==> src/rtl/idp_pkg.sv <==
// Shared definitions for the idp path-cost sequencer: PE phase codes,
// path-function codes, sequencer FSM states and default field widths.
package idp_pkg;

    typedef enum logic [1:0] {
        STOP_ST = 2'b00,
        COST_ST = 2'b01,
        ROOT_ST = 2'b10,
        SAVE_ST = 2'b11
    } pe_state_e;

    // Path-function codes: additive cost vs. max-arc cost
    localparam logic C8L16 = 1'b0;
    localparam logic C16L8 = 1'b1;

    typedef enum logic [2:0] {
        SEQ_IDLE,
        SEQ_COST,
        SEQ_ROOT,
        SEQ_SAVE,
        SEQ_DONE
    } seq_state_e;

    localparam int DEF_COST_W = 8;
    localparam int DEF_ROOT_W = 16;

    function automatic int max3(input int a, input int b, input int c);
        int m;
        m = (a > b) ? a : b;
        return (m > c) ? m : c;
    endfunction

endpackage

==> src/rtl/idp_seq_shreg.sv <==
// Load/shift-right register: parallel load, or shift with a new bit entering
// at the MSB. Serves both as operand serialiser and result deserialiser.
module idp_seq_shreg #(
    parameter int W = 8
) (
    input  logic         clk_i,
    input  logic         rst_i,
    input  logic         load_i,
    input  logic [W-1:0] load_val_i,
    input  logic         shift_i,
    input  logic         shift_in_i,
    output logic [W-1:0] q_o
);

    logic [W-1:0] data_d;
    logic [W-1:0] data_q;

    always_comb begin
        data_d = data_q;
        if (load_i) begin
            data_d = load_val_i;
        end else if (shift_i) begin
            data_d = {shift_in_i, data_q[W-1:1]};
        end
    end

    always_ff @(posedge clk_i) begin
        if (rst_i) begin
            data_q <= '0;
        end else begin
            data_q <= data_d;
        end
    end

    assign q_o = data_q;

endmodule

==> src/rtl/idp_seq.sv <==
// Bit-serial sequencer around the idp path-cost compare element.
// Optional macro IDP_SEQ_STAT_EN adds saturating candidate/conquest counters.
module idp_seq
    import idp_pkg::*;
#(
    parameter int COST_W = DEF_COST_W,
    parameter int ROOT_W = DEF_ROOT_W,
    parameter int RES_W  = COST_W + ROOT_W
) (
    input  logic              clk_i,
    input  logic              rst_i,
    input  logic              in_valid,
    output logic              in_ready,
    input  logic [COST_W-1:0] in_cost,
    input  logic [ROOT_W-1:0] in_root,
    input  logic              in_dir,
    input  logic              in_pathfunction,
    output logic [1:0]        pe_state,
    output logic              pe_pathfunction,
    output logic              pe_direction,
    output logic              pe_root_carry_in,
    output logic              pe_extern_data,
    input  logic              pe_result_data,
    input  logic              pe_conquest,
    output logic              out_valid,
    input  logic              out_ready,
    output logic [RES_W-1:0]  out_word,
    output logic              out_conquest
`ifdef IDP_SEQ_STAT_EN
    ,
    output logic [15:0]       stat_cand,
    output logic [15:0]       stat_conq
`endif
);

    localparam int CNT_W = $clog2(max3(COST_W, ROOT_W, RES_W) + 1);
    localparam int OP_W  = COST_W + ROOT_W;

    seq_state_e state_d, state_q;
    logic [CNT_W-1:0] cnt_d, cnt_q;
    logic dir_d, dir_q;
    logic pf_d, pf_q;
    logic conq_d, conq_q;

    logic op_load, op_shift, res_shift;
    logic accept, out_hs;
    pe_state_e pe_st;
    logic [OP_W-1:0] op_q;
    logic [RES_W-1:0] res_q;
    logic unused_op_hi;

    // Operand word holds {root, cost} so cost bits leave first, then root bits
    idp_seq_shreg #(.W(OP_W)) u_op_ser (
        .clk_i      (clk_i),
        .rst_i      (rst_i),
        .load_i     (op_load),
        .load_val_i ({in_root, in_cost}),
        .shift_i    (op_shift),
        .shift_in_i (1'b0),
        .q_o        (op_q)
    );

    idp_seq_shreg #(.W(RES_W)) u_res_des (
        .clk_i      (clk_i),
        .rst_i      (rst_i),
        .load_i     (1'b0),
        .load_val_i ('0),
        .shift_i    (res_shift),
        .shift_in_i (pe_result_data),
        .q_o        (res_q)
    );

    assign unused_op_hi = ^op_q[OP_W-1:1];

    always_comb begin
        state_d          = state_q;
        cnt_d            = cnt_q + CNT_W'(1);
        dir_d            = dir_q;
        pf_d             = pf_q;
        conq_d           = conq_q;
        op_load          = 1'b0;
        op_shift         = 1'b0;
        res_shift        = 1'b0;
        in_ready         = 1'b0;
        out_valid        = 1'b0;
        pe_st            = STOP_ST;
        pe_extern_data   = 1'b0;
        pe_root_carry_in = 1'b0;
        accept           = 1'b0;
        out_hs           = 1'b0;

        case (state_q)
            SEQ_IDLE: begin
                in_ready = 1'b1;
                cnt_d    = '0;
                if (in_valid) begin
                    accept  = 1'b1;
                    op_load = 1'b1;
                    dir_d   = in_dir;
                    pf_d    = in_pathfunction;
                    state_d = SEQ_COST;
                end
            end
            SEQ_COST: begin
                pe_st          = COST_ST;
                pe_extern_data = op_q[0];
                op_shift       = 1'b1;
                // Carry injected on the last cost bit primes the ROOT subtraction
                if (cnt_q == CNT_W'(COST_W - 1)) begin
                    pe_root_carry_in = 1'b1;
                    state_d          = SEQ_ROOT;
                    cnt_d            = '0;
                end
            end
            SEQ_ROOT: begin
                pe_st          = ROOT_ST;
                pe_extern_data = op_q[0];
                op_shift       = 1'b1;
                if (cnt_q == CNT_W'(ROOT_W - 1)) begin
                    state_d = SEQ_SAVE;
                    cnt_d   = '0;
                end
            end
            SEQ_SAVE: begin
                pe_st     = SAVE_ST;
                res_shift = 1'b1;
                if (cnt_q == '0) begin
                    conq_d = pe_conquest;
                end
                if (cnt_q == CNT_W'(RES_W - 1)) begin
                    state_d = SEQ_DONE;
                    cnt_d   = '0;
                end
            end
            SEQ_DONE: begin
                out_valid = 1'b1;
                cnt_d     = '0;
                if (out_ready) begin
                    out_hs  = 1'b1;
                    state_d = SEQ_IDLE;
                end
            end
            default: begin
                state_d = SEQ_IDLE;
                cnt_d   = '0;
            end
        endcase
    end

    always_ff @(posedge clk_i) begin
        if (rst_i) begin
            state_q <= SEQ_IDLE;
            cnt_q   <= '0;
            dir_q   <= 1'b0;
            pf_q    <= 1'b0;
            conq_q  <= 1'b0;
        end else begin
            state_q <= state_d;
            cnt_q   <= cnt_d;
            dir_q   <= dir_d;
            pf_q    <= pf_d;
            conq_q  <= conq_d;
        end
    end

    assign pe_state        = pe_st;
    assign pe_direction    = dir_q;
    assign pe_pathfunction = pf_q;
    assign out_word        = res_q;
    assign out_conquest    = conq_q;

`ifdef IDP_SEQ_STAT_EN
    logic [15:0] stat_cand_d, stat_cand_q;
    logic [15:0] stat_conq_d, stat_conq_q;

    always_comb begin
        stat_cand_d = stat_cand_q;
        stat_conq_d = stat_conq_q;
        if (accept && (stat_cand_q != 16'hFFFF)) begin
            stat_cand_d = stat_cand_q + 16'd1;
        end
        if (out_hs && conq_q && (stat_conq_q != 16'hFFFF)) begin
            stat_conq_d = stat_conq_q + 16'd1;
        end
    end

    always_ff @(posedge clk_i) begin
        if (rst_i) begin
            stat_cand_q <= '0;
            stat_conq_q <= '0;
        end else begin
            stat_cand_q <= stat_cand_d;
            stat_conq_q <= stat_conq_d;
        end
    end

    assign stat_cand = stat_cand_q;
    assign stat_conq = stat_conq_q;
`else
    logic unused_hs;
    assign unused_hs = accept ^ out_hs;
`endif

endmodule
==> config.mk <==
export PLATFORM = sky130hd
export DESIGN_NAME = idp_seq
export DESIGN_NICKNAME = d
export VERILOG_FILES = /design/src/rtl/idp_pkg.sv /design/src/rtl/idp_seq_shreg.sv /design/src/rtl/idp_seq.sv
export SDC_FILE = /design/constraint.sdc
export NUM_CORES = 1
export LEC_CHECK = 0
export BUFFER_PORTS_ARGS = -buffer_cell sky130_fd_sc_hd__buf_2
export CAP_MARGIN = 20
export CORE_MARGIN = 3
export CORE_UTILIZATION = 25
export DETAILED_ROUTE_END_ITERATION = 8
export GPL_TIMING_DRIVEN = 0
export PLACE_DENSITY_LB_ADDON = 0.05
export SETUP_SLACK_MARGIN = 0.5
export SYNTH_ARGS = -nofsm -noshare
export SYNTH_HDL_FRONTEND = slang
export SYNTH_SLANG_ARGS = --single-unit
export TNS_END_PERCENT = 10
==> constraint.sdc <==
create_clock -name clk_i -period 3.15 [get_ports clk_i]
set_input_delay 0.315 -clock clk_i [delete_from_list [all_inputs] [get_ports clk_i]]
set_output_delay 0.315 -clock clk_i [all_outputs]
set_load 0.03 [all_outputs]
# Word level (Yosys, flattened, before mapping)

Cells that the tools add are included.

Register bits: 59
Input bits: 32

Add/subtract/negate cells: 1
Eq/ne operators: 12
Muxes and demuxes: 22
Reduce and logical (&&, ||, !) cells: 7

Operators by type and width:

| operator                                                        | count |
|---|---|
| 24-bit 2-to-1 mux                                               | 2 |
| 3-bit 2-to-1 mux                                                | 5 |
| 5-bit 2-to-1 mux                                                | 3 |
| 3-bit case mux with 5 select lines                              | 1 |
| 5-bit case mux with 3 select lines                              | 1 |
| 2-bit != test, second input constant                            | 5 |
| 1-bit 2-to-1 mux                                                | 9 |
| 3-bit by 2-bit == test with 1-bit output, second input constant | 2 |
| 2-bit case mux with 3 select lines                              | 1 |
| 5-bit by 1-bit adder with 5-bit output, second input constant   | 1 |
| 5-bit by 3-bit == test with 1-bit output, second input constant | 1 |
| 5-bit by 4-bit == test with 1-bit output, second input constant | 1 |
| 5-bit == test, second input constant                            | 1 |
| 5-bit logical NOT                                               | 1 |
| 5-bit AND reduction                                             | 1 |
| 2-bit AND reduction                                             | 2 |
| 3-bit by 1-bit == test with 1-bit output, second input constant | 1 |
| 3-bit == test, second input constant                            | 1 |
| 3-bit logical NOT                                               | 1 |
| 2-bit nonzero test                                              | 1 |
| 2-bit OR reduction                                              | 1 |

# Longest topological paths before layout

Gate-level depths: netlist of run 1.

Word-level depth: 5
Mapped depth: 7

# Hierarchy

A second synthesis of run 1 with hierarchy kept.

Cell total of the unflattened synthesis: 287
Area, all modules: 3146.8 um^2

By module, submodules not included:

| module        | times used | cells each | area an instance (um^2) | seq. area each (um^2) |
|---|---|---|---|---|
| idp_seq_shreg | 2          | 106        | 1233.7                  | 480.5 |
| idp_seq       | 1          | 75         | 679.4                   | 220.2 |

# Worst setup path after synthesis of run 1

OpenSTA, ideal clock, no wires.

Path type: reg2out
Start point: register state_q[0]
End point: output port pe_root_carry_in
Arrival: 2240 ps
Data required time: 2835 ps
Path slack: 595 ps
Cell stages (with the launch flop): 5
Path buffers: 2
Path through: dfxtp_1 -> buf_6 -> buf_2 -> nor2b_1 -> nor4b_1

Longest elaborated chain between the ends: 2

RTL lines:

| element                                  | line           | RTL |
|---|---|---|
| start: declaration                       | idp_seq.sv:39  | `seq_state_e state_d, state_q;` |
| start signal: assignment                 | idp_seq.sv:158 | `state_q <= state_d;` |
| 3-bit by 1-bit == test with 1-bit output | idp_seq.sv:92  | `case (state_q)` |
| 1-bit 2-to-1 mux                         | idp_seq.sv:92  |  |
| end: declaration                         | idp_seq.sv:21  | `output logic pe_root_carry_in,` |

Every way passes these cells.

# Worst setup path in the final report of run 1

Start point: register state_q[2]
End point: output port in_ready

Longest elaborated chain between the ends: 2

RTL lines:

| element           | line          | RTL |
|---|---|---|
| 3-bit logical NOT | idp_seq.sv:92 |  |
| 1-bit 2-to-1 mux  | idp_seq.sv:92 |  |
| end: declaration  | idp_seq.sv:13 | `output logic in_ready,` |

Every way passes these cells.

==> reports/results.txt, run 1 <==
The root buffer cell was sky130_fd_sc_hd__clkbuf_8. The tools report the arrival time reported for the critical path endpoint as 1770 ps. The prevailing post-synth register cell is sky130_fd_sc_hd__dfxtp_1. TritonCTS built the clock tree. In the finished design, the share of the clock period the worst path needs comes to 66.1%. Final critical delay including setup and external delays: 2080 ps. After detailed placement, the total cell area comes to 0.00314 mm². The final route contains 2,426 vias. In this run the horizontal extent of the chip is 109 µm. The initial utilization of the core area, before any placement, comes to 26.4%. Final routed wire length divided by cell count: 13.8 µm. The via count normalized by instance count was 4.64.

Type of the setup path with the least slack: register to output port. Clock tree synthesis found a total of 59 sinks. The share of the Yosys chip area taken by registers is 44.5%.

The number of antenna violations at the first check in global routing was 0; the number of enable-type register cells in the synthesized netlist was 0. Input and output buffers added on the ports amount to 63. The average instance in the mapped netlist occupies 8.48 µm². The logs give 0.00328 mm² for the final design instance area without fill and 0 for the number of synthesis warnings. Setup violations remaining at the end of the flow were counted as 0. The tools report the kind of start point of the critical path as a register. The overall fraction of global-route tracks in use was 13.0%; the max capacitance violation total was 0. The class of the tightest hold or removal check is input pin to register. The chip height works out to 109 µm.

Between clock sinks in the finished design, the worst skew comes to 4.46 ps. The area growth from synthesis to layout is 23.8%. For the worst setup path, the data required time is 2830 ps.

Post-CTS repair changed the size of 0 cells. After detailed routing, the total wire length is 7220 µm. The logs give 0 for the number of design rule violations left after detail routing and 12,000 µm for the first-pass GRT wire length. The first routing iteration left 66 violations. For the core box area, the log shows 0.0100 mm².

The share of cells above drive strength 1 is 26.9%, and the total die area is 0.0119 mm². Setup repair after global routing left no endpoint under its margin. After clock tree synthesis, the setup repair step added 0 buffers. The net count of the finished layout is 423. The routability congestion estimate from global placement was 0.695. In this run the tightest slew margin relative to its limit is 50.3%. The clock passes through at most 2 buffers. In the synthesized netlist, the number of instances is 313.

The first TritonRoute pass finished after 4 iterations. The final hold slack is 216 ps, and the async set or reset register ratio after synthesis is 0%. The worst setup path is captured at an output port. The clock reaches the later pin of the worst-skew pair after 330 ps. Once detail routing completed, the nets flagged for antenna violations numbered 0. Entering global routing, the biggest net connects 11 pins. For the final routed database, the setup TNS stands at 0 ps.

The logs give 0.00265 mm² for the area of the mapped netlist and 0 for the antenna cell count. Synthesis instantiated 36 different standard cells from the library. Top-level port count: 65. The post-synthesis net count is 349, and the number of global-route vias before repair is 2,388.

The flow ran to the end, and the final reports show no timing, DRC or antenna violations. The floorplan has 36 rows. For this run the aggregate overflow at the end of global routing stands at 0.

Flip-flop and latch count after synthesis: 59. The clock-pin slew of the registers on the worst-case setup and hold paths was 70 ps. For the number of hold violations in the final report, the log shows 0.

The final-report max-slew violation count was 0; the static leakage was 0.00130 µW. At the pin with the least slew margin, the transition time is 745 ps. Detailed placement ended at an HPWL of 5080 µm.

In this run, post-CTS hold repair placed 0 buffers. In this run the worst path has a maximum fanout of 10. IR analysis of the VDD net gives a maximum drop of 0.000175 V. The power density over the cells works out to 468 mW/mm².

For this run, the top clock speed supported by timing is 480 MHz. The H-tree was split into 3 levels. Number of buffers created by CTS: 9.
## cells by family (layout without fill, tap and decap cells)
| kind of cell | after synthesis | in the layout | share of synthesized area (%) |
|---|---|---|---|
| adders and majority gates | 4 | 4 | 1.89 |
| and+or+nand+nor | 141 | 141 | 24.0 |
| AOI/OAI and AO/OA | 71 | 71 | 21.3 |
| xor gates and xnor gates | 4 | 4 | 1.89 |
| buffers and inverters | 33 | 110 | 6.03 |
| muxes | 1 | 1 | 0.424 |
| DFF | 59 | 59 | 44.5 |
## critical path, cell delays in order, from the launching register on
cell,delay (ps)
sky130_fd_sc_hd__dfxtp_1,460
sky130_fd_sc_hd__buf_4,230
sky130_fd_sc_hd__clkbuf_1,420
sky130_fd_sc_hd__nor3_1,120
sky130_fd_sc_hd__buf_2,200
## final timing paths
check	from	endpoint	slack (ps)	cells past startpoint
max	state_q[2]	in_ready	1070	4
min	in_pathfunction	pe_pathfunction	220	3
max reg2reg	state_q[1]	u_op_ser.q_o[1]	1390	5
min reg2reg	pe_direction	pe_direction	460	2
## through the flow
stage                     std cells  util (%)  total power (µW)  setup slack [ps]
after floorplan                 313         -               936               595
after global placement          509      31.2               992              1370
after detailed placement        509      31.2               993              1390
after CTS                       523      32.7              1580               993
after global routing            523      32.7              1630               876
final                           523      32.7              1540              1070
## power by group
group          total, µW  internal [µW]  leakage, µW  switching, µW
logic                180           73.3     0.000744            106
registers            793            778     0.000481           15.6
clock network        563            274    0.0000750            289
## cells in the mapped netlist (3+ instances only)
library cell	n	area share, %
sky130_fd_sc_hd__nand2_1	55	7.8
sky130_fd_sc_hd__o211ai_1	6	1.7
sky130_fd_sc_hd__nand3b_1	3	0.85
sky130_fd_sc_hd__ha_1	4	1.9
sky130_fd_sc_hd__nor2b_1	4	0.94
sky130_fd_sc_hd__a2111oi_2	14	7.9
sky130_fd_sc_hd__nor2_1	44	6.2
sky130_fd_sc_hd__clkbuf_1	16	2.3
sky130_fd_sc_hd__buf_6	3	1.3
sky130_fd_sc_hd__a21oi_1	35	6.6
sky130_fd_sc_hd__a32oi_1	3	0.99
sky130_fd_sc_hd__nand3_1	5	0.94
sky130_fd_sc_hd__nor3_1	22	4.1
sky130_fd_sc_hd__buf_2	5	0.94
sky130_fd_sc_hd__inv_1	6	0.85
sky130_fd_sc_hd__a2111oi_0	6	2.0
sky130_fd_sc_hd__dfxtp_1	59	45
## state kept, by name (all words and copies together), names as in the netlist
| signal | flops |
|---|---|
| out_conquest | 1 |
| cnt_q | 5 |
| u_res_des.q_o | 24 |
| pe_pathfunction | 1 |
| state_q | 3 |
| pe_direction | 1 |
| u_op_ser.q_o | 24 |
## final cells by class
cell class	count	area (µm²)
plain buffers	27	138
clock buffers	11	131
clock inverters	3	17.5
fillers	1133	6760
inverters	6	22.5
multi-input cells	221	1310
flip-flops and latches	59	1180
well taps	133	166
repair buffers	63	315
## metal layers
metal  GRT usage, %  up-vias  wire (µm)
li1               -     1241          -
met1           16.8     1131       3340
met2           19.9       49       3310
met3           5.39        5        495
met4           3.79        0         72
met5              0        -          0
## cells in the final DEF, fill, tap and decap left out, drive strengths merged, types with 6 or more instances in the layout
cell type	count
a2111oi	20
a21oi	35
buf	74
clkbuf	27
dfxtp	59
inv	6
nand2	55
nor2	44
nor3	22
o211ai	6
Power figures use the tool's default switching activity.
==> inputs of run 2 (changes only) <==
==> constraint.sdc (replaced) <==
create_clock -name clk_i -period 2.1 [get_ports clk_i]
set_input_delay 0.21 -clock clk_i [delete_from_list [all_inputs] [get_ports clk_i]]
set_output_delay 0.21 -clock clk_i [all_outputs]
set_load 0.03 [all_outputs]
==> reports/results.txt, run 2 (synthesis gave the netlist of run 1 again) <==
The run gives 65 as the top-level port count. Destination of the worst hold path: pe_pathfunction. The kind of cell adding the most delay to the critical path was buffers and inverters. In this run the register-to-register setup slack is 420 ps. The overall fraction of global-route tracks in use was 13.0%; the effective utilization at floorplan was 26.4%. For this design, the sink count on the clock tree is 59. The type of element capturing the critical path is an output port. The total routed wirelength was 7280 µm; the clock-pin slew of the registers on the worst-case setup and hold paths was 60 ps.

STA classifies the critical path startpoint as a register. For this design the ratio of total power to cell area is 688 mW/mm². Measured in cells, the most critical reg-to-reg path has a length of 6. The global routing usage on met1 is 16.3%, and the worst relative slew slack is 54.3%. The tools report the iteration-0 DRC count of the detailed router as 80. The number of global-route vias before repair was 2,472. Along the worst hold path, the cell count comes to 3.

Setup repair after global routing could not meet its margin everywhere. The startpoint identified for the worst register-to-register timing path is state_q[0]. Across all layers, the routed design uses 2,439 vias.

For met2 alone, demand over resource in global routing was 19.4%. At the pin with the least slew margin, the transition time is 686 ps. The fill cell total of the finished layout came out at 1,084. Total of hold buffers inserted after clock tree synthesis: 0. In this run the worst setup path begins at state_q[1]. Leaving out fill and tap cells, the most frequent cells in the layout are sky130_fd_sc_hd__buf_2, sky130_fd_sc_hd__dfxtp_1, sky130_fd_sc_hd__nand2_1. The number of antenna diodes in the final layout is 0.

The die covers 0.0119 mm². The static leakage is 0.00141 µW, and the worst-case clock skew is 8.56 ps. Together, buffers and inverters on the worst path number 3. The logs give 0.00137 mm² for the footprint of the multi-input gates and 34.9% for the post-layout utilization of the core. The total congestion overflow is 0, and the core box area is 0.0100 mm².

The growth of design area from synthesis to finish came out at 31.9%. Entering global routing, the biggest net connects 11 pins. Using the TritonRoute via totals, the vias-per-cell ratio works out to 4.58. Count of standard-cell rows: 36. The number of design rule violations left after detail routing is 0. The maximum root-to-sink buffer count was 2.

Leading cell type in the layout, fill and taps excluded: sky130_fd_sc_hd__buf_2. In this run the worst path has a maximum fanout of 6. The tools report the number of detailed-routing iterations run before antenna repair as 4. TritonCTS built the clock tree. The tools report the number of buffers created by CTS as 9. In this design, the stage delay of the slowest critical-path cell is 310 ps. Timing would allow up to 588 MHz. The worst-skew pair later-pin latency was 340 ps. The layer flagged by global routing as most heavily used is met2. Cell type with the highest occurrence count on the critical path: sky130_fd_sc_hd__buf_6. In this run the remaining antenna-violating nets after routing total 0. In this run the most critical hold path is launched from in_pathfunction. For the required time at the endpoint of the critical path, the log shows 1890 ps. The sequential cells in the finished layout cover a total of 0.00118 mm².

The min-delay analysis places its worst path in the category input pin to register. For the routability congestion estimate from global placement, the log shows 0.724. The run finished with clean final reports. The quantity of I/O buffers inserted on ports works out to 63.

The worst flop-to-flop path endpoint was u_op_ser.q_o[18]. The setup-violating endpoint count in the final report is 0, and the number of antenna violations at the first check in global routing is 0. Final routed wire length divided by cell count: 13.7 µm. The critical path is of the register to output port type.

For the worst setup path, the data arrival time is 1490 ps. The largest voltage drop on the vdd net was 0.000337 V. In the finished design, the share of the clock period the worst path needs comes to 81.0%. The slowest stage of the critical path is the sky130_fd_sc_hd__dfxtp_1 cell. The run gives 509 as the number of cells after detailed placement. The total negative slack is 0 ps, and the die extent in x is 109 µm. For this run, global-route usage on met3 was measured as 6.63%.

For the finished layout, the period the worst path requires is 1700 ps. The root buffer cell chosen for the clock tree is sky130_fd_sc_hd__clkbuf_8. The maximum level of the CTS H-tree was 3; the non-filler instance count after layout was 533.

The final-report max-slew violation count is 0, and the total number of nets in the final design is 433. The tools report the number of hold violations in the final report as 0. In this run the vertical extent of the chip is 109 µm.

After legalization and detailed placement, the total HPWL measured 5150 µm. The share of cells above drive strength 1 is 34.0%. The first global-routing pass estimated 11,900 µm of wire. The signal on the critical path passes through buf_6, buf_8, nand3b_1, nor4b_4, buf_6.

Max-cap violations in this run came to 0.
[run 2: cell count changes in the layout (fill, tap and decap cells not counted), moves of 3 or more]
cell	delta
sky130_fd_sc_hd__buf_6	+4
sky130_fd_sc_hd__clkbuf_2	+8
sky130_fd_sc_hd__a2111oi_1	+3
sky130_fd_sc_hd__buf_4	+10
sky130_fd_sc_hd__clkbuf_1	-10
sky130_fd_sc_hd__a2111oi_0	-5
sky130_fd_sc_hd__buf_2	-5
[run 2: per-layer routing]
metal / part of all wire [%] / vias to the layer above / wire (µm)
met5: 0 / - / 0
met4: 0.80 / 0 / 58
met3: 7.0 / 5 / 506
met2: 45 / 52 / 3270
met1: 47 / 1124 / 3450
li1: - / 1258 / -
[run 2: cell type report]
class	instances	share of cell area [%]
Buffer	27	5.40
Clock buffer	12	4.43
Clock inverter	2	0.357
Inverter	6	0.643
Multi-Input combinational cell	221	39.2
Sequential cell	59	33.8
Tap cell	133	4.75
Timing Repair Buffer	73	11.4
[run 2: metrics by stage]
stage	total power (µW)	hold WS, ps	setup WS (ps)	instance area [µm²]
6_report	2410	108	400	3500
4_1_cts	2460	76.9	359	3450
2_1_floorplan	1400	346	400	2680
5_1_grt	2550	85.9	307	3500
3_5_place_dp	1490	448	345	3160
3_3_place_gp	1490	444	355	3160
[run 2: worst reg2reg max path: cells and delay by family, from the launching register on]
family          cells  cell delay (ps)
simple gates        2              680
compound gates      1               70
flops               1              300
buf+inv             3              490
[run 2: power breakdown]
group	switching (µW)	leakage, µW	internal [µW]	total, µW
Clock	433	0.0000843	477	910
Combinational	170	0.000848	136	305
Sequential	24.3	0.000482	1170	1190
Total	627	0.00141	1780	2410
[run 2: what timing repair did]
| item | in CTS | in global routing |
|---|---|---|
| cloned | 0 | 0 |
| pin swaps | 2 | 0 |
| gates resized for setup | 25 | 21 |
| endpoints found under the hold margin | 0 | 0 |
| endpoints found under the setup margin | 52 | 55 |
| setup buffers | 6 | 4 |
[run 2: worst max-delay path by stage]
stage | end | slack (ps) | cells after the start
2_1_floorplan | pe_root_carry_in | 400 | 4
3_3_place_gp | u_op_ser.q_o[9] | 360 | 5
3_5_place_dp | u_op_ser.q_o[9] | 350 | 5
4_1_cts | pe_root_carry_in | 360 | 5
5_1_grt | pe_root_carry_in | 310 | 5
6_report | pe_root_carry_in | 400 | 5
